### config.mk
export PLATFORM = sky130hd
export DESIGN_NAME = arb4_ctrl
export DESIGN_NICKNAME = d
export VERILOG_FILES = /design/src/rtl/arb4_ctrl.sv
export SDC_FILE = /design/constraint.sdc
export NUM_CORES = 1
export LEC_CHECK = 0
export CAP_MARGIN = 20
export CORE_MARGIN = 10
export CORE_UTILIZATION = 25
export DETAILED_ROUTE_END_ITERATION = 8
export HOLD_SLACK_MARGIN = 0.03
export PLACE_DENSITY = 0.54
export SYNTH_ARGS = -nofsm -noshare
export SYNTH_HDL_FRONTEND = slang
export SYNTH_SLANG_ARGS = --single-unit
### constraint.sdc
create_clock -name clk -period 1.84 [get_ports clk]
set_input_delay 0.368 -clock clk [delete_from_list [all_inputs] [get_ports clk]]
set_output_delay 0.368 -clock clk [all_outputs]
set_load 0.03 [all_outputs]
### src/rtl/arb4_ctrl.sv
// Four-requester arbiter with a hold-time limit; fixed priority 3>2>1>0 by default,
// round-robin selection when ARB4_ROUND_ROBIN_EN is defined.
module arb4_ctrl #(
  parameter int MAX_HOLD = 15,
  parameter int CNT_W    = 4
) (
  input  logic       clk,
  input  logic       rst,
  input  logic       en,
  input  logic [3:0] req,
  input  logic       done,
  output logic [3:0] gnt,
  output logic [1:0] gnt_id,
  output logic       gnt_valid,
  output logic       timeout
);

  // state | meaning
  // IDLE  | no owner; grants when en=1 and any req is set
  // BUSY  | one owner holds gnt until done, req drop, or hold limit
  typedef enum logic {
    S_IDLE = 1'b0,
    S_BUSY = 1'b1
  } state_t;

  localparam logic [CNT_W-1:0] MAX_CNT = CNT_W'(MAX_HOLD);

  state_t           r_state;
  logic [3:0]       r_gnt;
  logic [1:0]       r_gnt_id;
  logic             r_gnt_valid;
  logic             r_timeout;
  logic [CNT_W-1:0] r_cnt;
  logic [1:0]       w_win_id;

`ifdef ARB4_ROUND_ROBIN_EN
  logic [1:0] r_last;
  logic [1:0] w_idx;
  logic       w_found;

  // Search last-1, last-2, last-3, last; first asserted requester wins.
  always_comb begin
    w_win_id = 2'd0;
    w_idx    = 2'd0;
    w_found  = 1'b0;
    for (int i = 1; i <= 4; i++) begin
      w_idx = r_last - 2'(i);
      if (!w_found && req[w_idx]) begin
        w_win_id = w_idx;
        w_found  = 1'b1;
      end
    end
  end
`else
  always_comb begin
    w_win_id = 2'd0;
    if (req[3])      w_win_id = 2'd3;
    else if (req[2]) w_win_id = 2'd2;
    else if (req[1]) w_win_id = 2'd1;
    else             w_win_id = 2'd0;
  end
`endif

  always_ff @(posedge clk) begin
    if (rst) begin
      r_state     <= S_IDLE;
      r_gnt       <= 4'b0000;
      r_gnt_id    <= 2'd0;
      r_gnt_valid <= 1'b0;
      r_timeout   <= 1'b0;
      r_cnt       <= '0;
`ifdef ARB4_ROUND_ROBIN_EN
      r_last      <= 2'd0;
`endif
    end else begin
      r_timeout <= 1'b0;
      case (r_state)
        S_IDLE: begin
          if (en && (req != 4'b0000)) begin
            r_state     <= S_BUSY;
            r_gnt       <= 4'b0001 << w_win_id;
            r_gnt_id    <= w_win_id;
            r_gnt_valid <= 1'b1;
            r_cnt       <= '0;
`ifdef ARB4_ROUND_ROBIN_EN
            r_last      <= w_win_id;
`endif
          end else begin
            r_gnt       <= 4'b0000;
            r_gnt_id    <= 2'd0;
            r_gnt_valid <= 1'b0;
          end
        end
        S_BUSY: begin
          // done outranks the hold limit, so a coincident done suppresses timeout
          if (done || !req[r_gnt_id] || (r_cnt == MAX_CNT)) begin
            r_state     <= S_IDLE;
            r_gnt       <= 4'b0000;
            r_gnt_id    <= 2'd0;
            r_gnt_valid <= 1'b0;
            r_timeout   <= !done && req[r_gnt_id];
          end else begin
            r_cnt <= r_cnt + 1'b1;
          end
        end
        default: begin
          r_state     <= S_IDLE;
          r_gnt       <= 4'b0000;
          r_gnt_id    <= 2'd0;
          r_gnt_valid <= 1'b0;
        end
      endcase
    end
  end

  assign gnt       = r_gnt;
  assign gnt_id    = r_gnt_id;
  assign gnt_valid = r_gnt_valid;
  assign timeout   = r_timeout;

endmodule

**Word-level counts from Yosys, hierarchy flattened**

Index checks and enable logic that the tools add are counted.

- Word-level logic and storage cells: 43
- Register bits: 13

- Reduce and logical (&&, ||, !) cells: 9
- Equality and inequality tests: 4
- Order comparisons: 1
- Shifts and indexed selects: 1
- Add/subtract/negate cells: 1
- Bitwise operators: 2
- Muxes and demuxes: 19

Operators with widths:

| cell | count |
|---|---|
| $mux 4 | 4 |
| $pmux 4 s2 | 2 |
| $mux 2 | 4 |
| $mux 1 | 5 |
| $add 4x1->4 const B | 1 |
| $eq 4x4->1 const B | 1 |
| $ne 2x2->1 const B | 2 |
| $pmux 1 s2 | 2 |
| $pmux 2 s2 | 1 |
| $reduce_bool 4->1 | 1 |
| $shl 1x2->4 const A | 1 |
| $lt 2x3->1 const B | 1 |
| $reduce_or 3->1 | 1 |
| $bmux 1 s2 | 1 |
| $logic_and 1x1->1 | 2 |
| $logic_not 1->1 | 2 |
| $logic_or 1x1->1 | 2 |
| $ne 2x1->1 const B | 1 |
| $not 1->1 | 2 |
| $reduce_and 2->1 | 1 |

**Depth between registers and ports, before layout**

- Depth after elaboration: 7
- Mapped depth: 5

**Worst setup path before layout**

OpenSTA, ideal clock, no wires.

- Kind: flip-flop to flip-flop
- Start point: reg r_gnt_id[1] (netlist: gnt_id[1])
- End point: reg r_cnt[3]
- Arrival time: 1.543 ns
- Path slack: 0.222 ns
- Stages on the path, launching flop included: 5
- Library setup time: 0.075 ns
- Path through: dfxtp_1 or3b_1 o22a_4 or3_1 a31oi_1

- Word-level cells in the longest chain between the ends: 7

Ends and longest elaborated chain:

| what | RTL line | text |
|---|---|---|
| start: declaration | 30 | `logic [1:0] r_gnt_id;` |
| start signal: assignment | 82 | `r_gnt_id <= w_win_id;` |
| $bmux 1 s2 | 96 | `if (done \|\| !req[r_gnt_id] \|\| (r_cnt == MAX_CNT)) begin` |
| $mux 1 (not written as such) | 96 |  |
| $logic_not 1->1 | 96 |  |
| $logic_or 1x1->1 (2 in a row) | 96 |  |
| $ne 2x2->1 (no line) | n/a |  |
| $reduce_and 2->1 (no line) | n/a |  |
| end signal: assignment | 103 | `r_cnt <= r_cnt + 1'b1;` |
| end: declaration | 33 | `logic [CNT_W-1:0] r_cnt;` |

Every way passes these cells. The select of a mux whose other input is x is not followed.
A chain may end at the register's enable or synchronous reset.

**Worst setup path in the final report**

- Start point: reg r_gnt_id[0] (netlist: gnt_id[0])
- End point: out gnt_id[0]

RTL lines:

| what | RTL line | text |
|---|---|---|
| end: declaration | 13 | `output logic [1:0] gnt_id,` |

No word-level cell between the ends.

==> key figures <==
Status
  – Status: finished, final reports clean

Run
  – Maxcap violations: 0

Clocking
  – Worst-skew pair later-pin latency: 0.28 ns
  – CTS tree: done
  – Inserted Clock Buffers: 3
  – Post-CTS setup repair buffer count: 0
  – Hold buffers post-CTS: 0
  – CTS max path bufs: 2
  – CTS Root Cell: clkbuf_4
  – CTS sink cnt: 13
  – Reg clk slew, reported paths: about 0.09 ns
  – # H-tree levels: 1
  – Post-CTS resize count: 0

Setup path
  – Endpoint class of the critical path: output port
  – WS Path Type: flop to output port
  – Worst Reg2Reg Path Length in Cells: 4
  – Worst R2R End: r_cnt[3]$_SDFFE_PP0P_
  – Top delay family on crit path: buffers and inverters
  – Maximum fanout along the worst path: 4
  – FF-to-FF setup slack: 0.29 ns
  – CP max-delay cell: clkdlybuf4s50_1
  – Nature of the critical path startpoint: flop
  – Worst path bufs/invs: 1
  – Crit path DAT: between 1 and 1.5 ns
  – Reg-to-Reg Start: gnt_id[1]$_SDFFE_PP0P_
  – Crit-path cells: clkdlybuf4s50_1
  – Slowest stage delay, CP: around 0.7 ns
  – CP Data Required Time: 1.47 ns

Detailed routing
  – Iteration-0 DRC Markers: 32
  – Met3 WL: 113 um
  – Antenna viol nets, final: 0
  – First drt pass iteration count: 4
  – Avg WL per Cell: between 10 and 15 um
  – Met1 wire length: roughly 800 um
  – Routed WL: between 1.5 and 2 mm
  – Top sig layer: met4
  – DRC violations left: 0
  – Via count: approximately 580
  – Met2 WL: just over 600 um
  – Avg Vias per Cell: roughly 5.0

Final layout
  – Finished Core Util: 0.3879
  – Filler cells: about 250
  – Register area: ~260 um2
  – Multi-input gate area: 331.6 um2
  – Fin nets: between 90 and 100
  – Design area: approximately 900 um2
  – Layout area overhead: 44.12%
  – # diodes: 0
  – Share of post-route cells with drive strength above 1: 0.1818

Logic synthesis
  – Synth area leader: dfxtp_1
  – Syn avg cell area: between 9 and 10 um2
  – FF+latch count, synth: 13
  – Asr flop ratio synth: 0
  – Synth cell types: 30
  – Post-synth EDFFs: 0
  – Cells after synthesis: 62
  – Ys flop type: dfxtp_1
  – Synth top area cells: dfxtp_1 (43%), a21oi_1 (4.1%), o211ai_1 (3.7%)
  – Share of the synthesized area in the top cell type: 0.4289
  – Ys Warns: 0
  – Synthesized area: roughly 610 um2
  – Register area share after synthesis: 0.4289
  – Top post-synthesis cells by count: dfxtp_1 (13), a21oi_1 (5)
  – Most common cell in the netlist: dfxtp_1
  – Mapped Nets: roughly 70

Timing
  – RSZ-0062 raised after global routing: no
  – Tightest Pin Transition: 0.3396 ns
  – Final WS setup: around 0.074 ns
  – Fin. Hold Viols: 0
  – Slew Limit Fails: 0
  – Final period util: 0.9598
  – Final setup fails: 0
  – Setup TNS: 0 ns
  – Clock Skews: roughly 0.0087 ns
  – Fin crit period: between 1.5 and 2 ns
  – Max Clk Rate: ~0.57 GHz
  – Slew margin rel.: 0.7731

Floorplan
  – Die X-Extent: a little under 70 um
  – IO Count: 16
  – Standard-cell row count: 17
  – Initial Utilization: 0.2691
  – Die area: roughly 4800 um2
  – Die height: approximately 69 um
  – Core Box Area: around 2300 um2

Pwr
  – Maximum VDD drop: approximately 0.37 mV
  – Power Density: 661.9 nW/um2
  – P_leak: 0.3152 nW

GRT
  – Initial antenna violation count: 0
  – Global route overflow: 0
  – First-pass GRT wire length: ~2.8 mm
  – Largest net degree at the start of global routing: 8
  – Vias in the first global route: around 580
  – Gr usage total: 0.07085

Placed design
  – IO buf count: 15
  – Post-DP Area: between 800 and 900 um2
  – Gpl congestion: roughly 0.76
  – Detail Placement HPWL: 1.223 mm
  – Post-Place Worst Slack: -0.1475 ns

Hold path
  – Min-delay src: gnt_valid$_SDFFE_PP0P_
  – Hold path endpoint: gnt_valid$_SDFFE_PP0P_
  – Worst hold stages: 1
  – Hold Crit Class: flop to flop
[power breakdown]
part | total (W) | internal (W) | leakage, nW | switching (W)
Combinational | 0.000101 | 0.0000511 | 0.194 | 0.0000496
Clock | 0.000183 | 0.0000842 | 0.0150 | 0.0000986
Sequential | 0.000295 | 0.000290 | 0.106 | 0.00000581
Total | 0.000579 | 0.000425 | 0.315 | 0.000154
[placed cells by master, fill, tap and decap left out, drive strengths merged, types with 3 or more instances in the layout]
master          n
a21oi           5
buf             8
clkbuf          4
clkdlybuf4s50  15
dfxtp          13
inv             3
nand2           3
nand3           3
o211ai          3
o21ai           3
[area by class of cell]
type / instances / area share
multi-input cells: 45 / 0.3791
flip-flops and latches: 13 / 0.2976
repair buffers: 23 / 0.2403
well taps: 28 / 0.04006
clock buffers: 4 / 0.03004
inverters: 3 / 0.01288
[how the worst max path moves through the flow]
stage	from	endpoint	slack [ns]	depth (start not counted)
6_report	gnt_id[0]$_SDFFE_PP0P_	gnt_id[0]	0.07	1
5_1_grt	gnt_id[0]$_SDFFE_PP0P_	gnt_id[0]	0.03	1
4_1_cts	gnt_id[0]$_SDFFE_PP0P_	gnt_id[0]	0.07	1
3_5_place_dp	done	r_cnt[3]$_SDFFE_PP0P_	-0.15	5
3_3_place_gp	done	r_cnt[3]$_SDFFE_PP0P_	-0.10	6
2_1_floorplan	gnt_id[1]$_SDFFE_PP0P_	r_cnt[3]$_SDFFE_PP0P_	0.22	4
[stage by stage]
stage	hold slack (ns)	instances	power [W]
after floorplan	0.4854	62	0.0003489
after global placement	0.4522	112	0.0004033
after detailed placement	0.4564	112	0.0004031
after CTS	0.4757	116	0.0005853
after global routing	0.4841	116	0.0006100
final	0.4712	116	0.0005789
[sequential cells by signal, summed over array words and instances (netlist names)]
| signal | count |
|---|---|
| gnt | 4 |
| timeout | 1 |
| gnt_id | 2 |
| r_cnt | 4 |
| gnt_valid | 1 |
| r_state | 1 |
[logic make-up after synthesis]
group           after synthesis  share of synthesized area
compound gates               23                     0.2949
fa+ha+maj                     1                    0.02062
buf+inv                       4                    0.02474
mux                           2                    0.03299
simple gates                 19                     0.1979
flops                        13                     0.4289
[layer usage]
| metal | up-vias | track usage |
|---|---|---|
| li1 | 293 | - |
| met1 | 265 | 0.08866 |
| met2 | 17 | 0.08972 |
| met3 | 2 | 0.03709 |
| met4 | 0 | 0.04656 |
| met5 | - | 0 |
(Power assumes the default switching activity.)
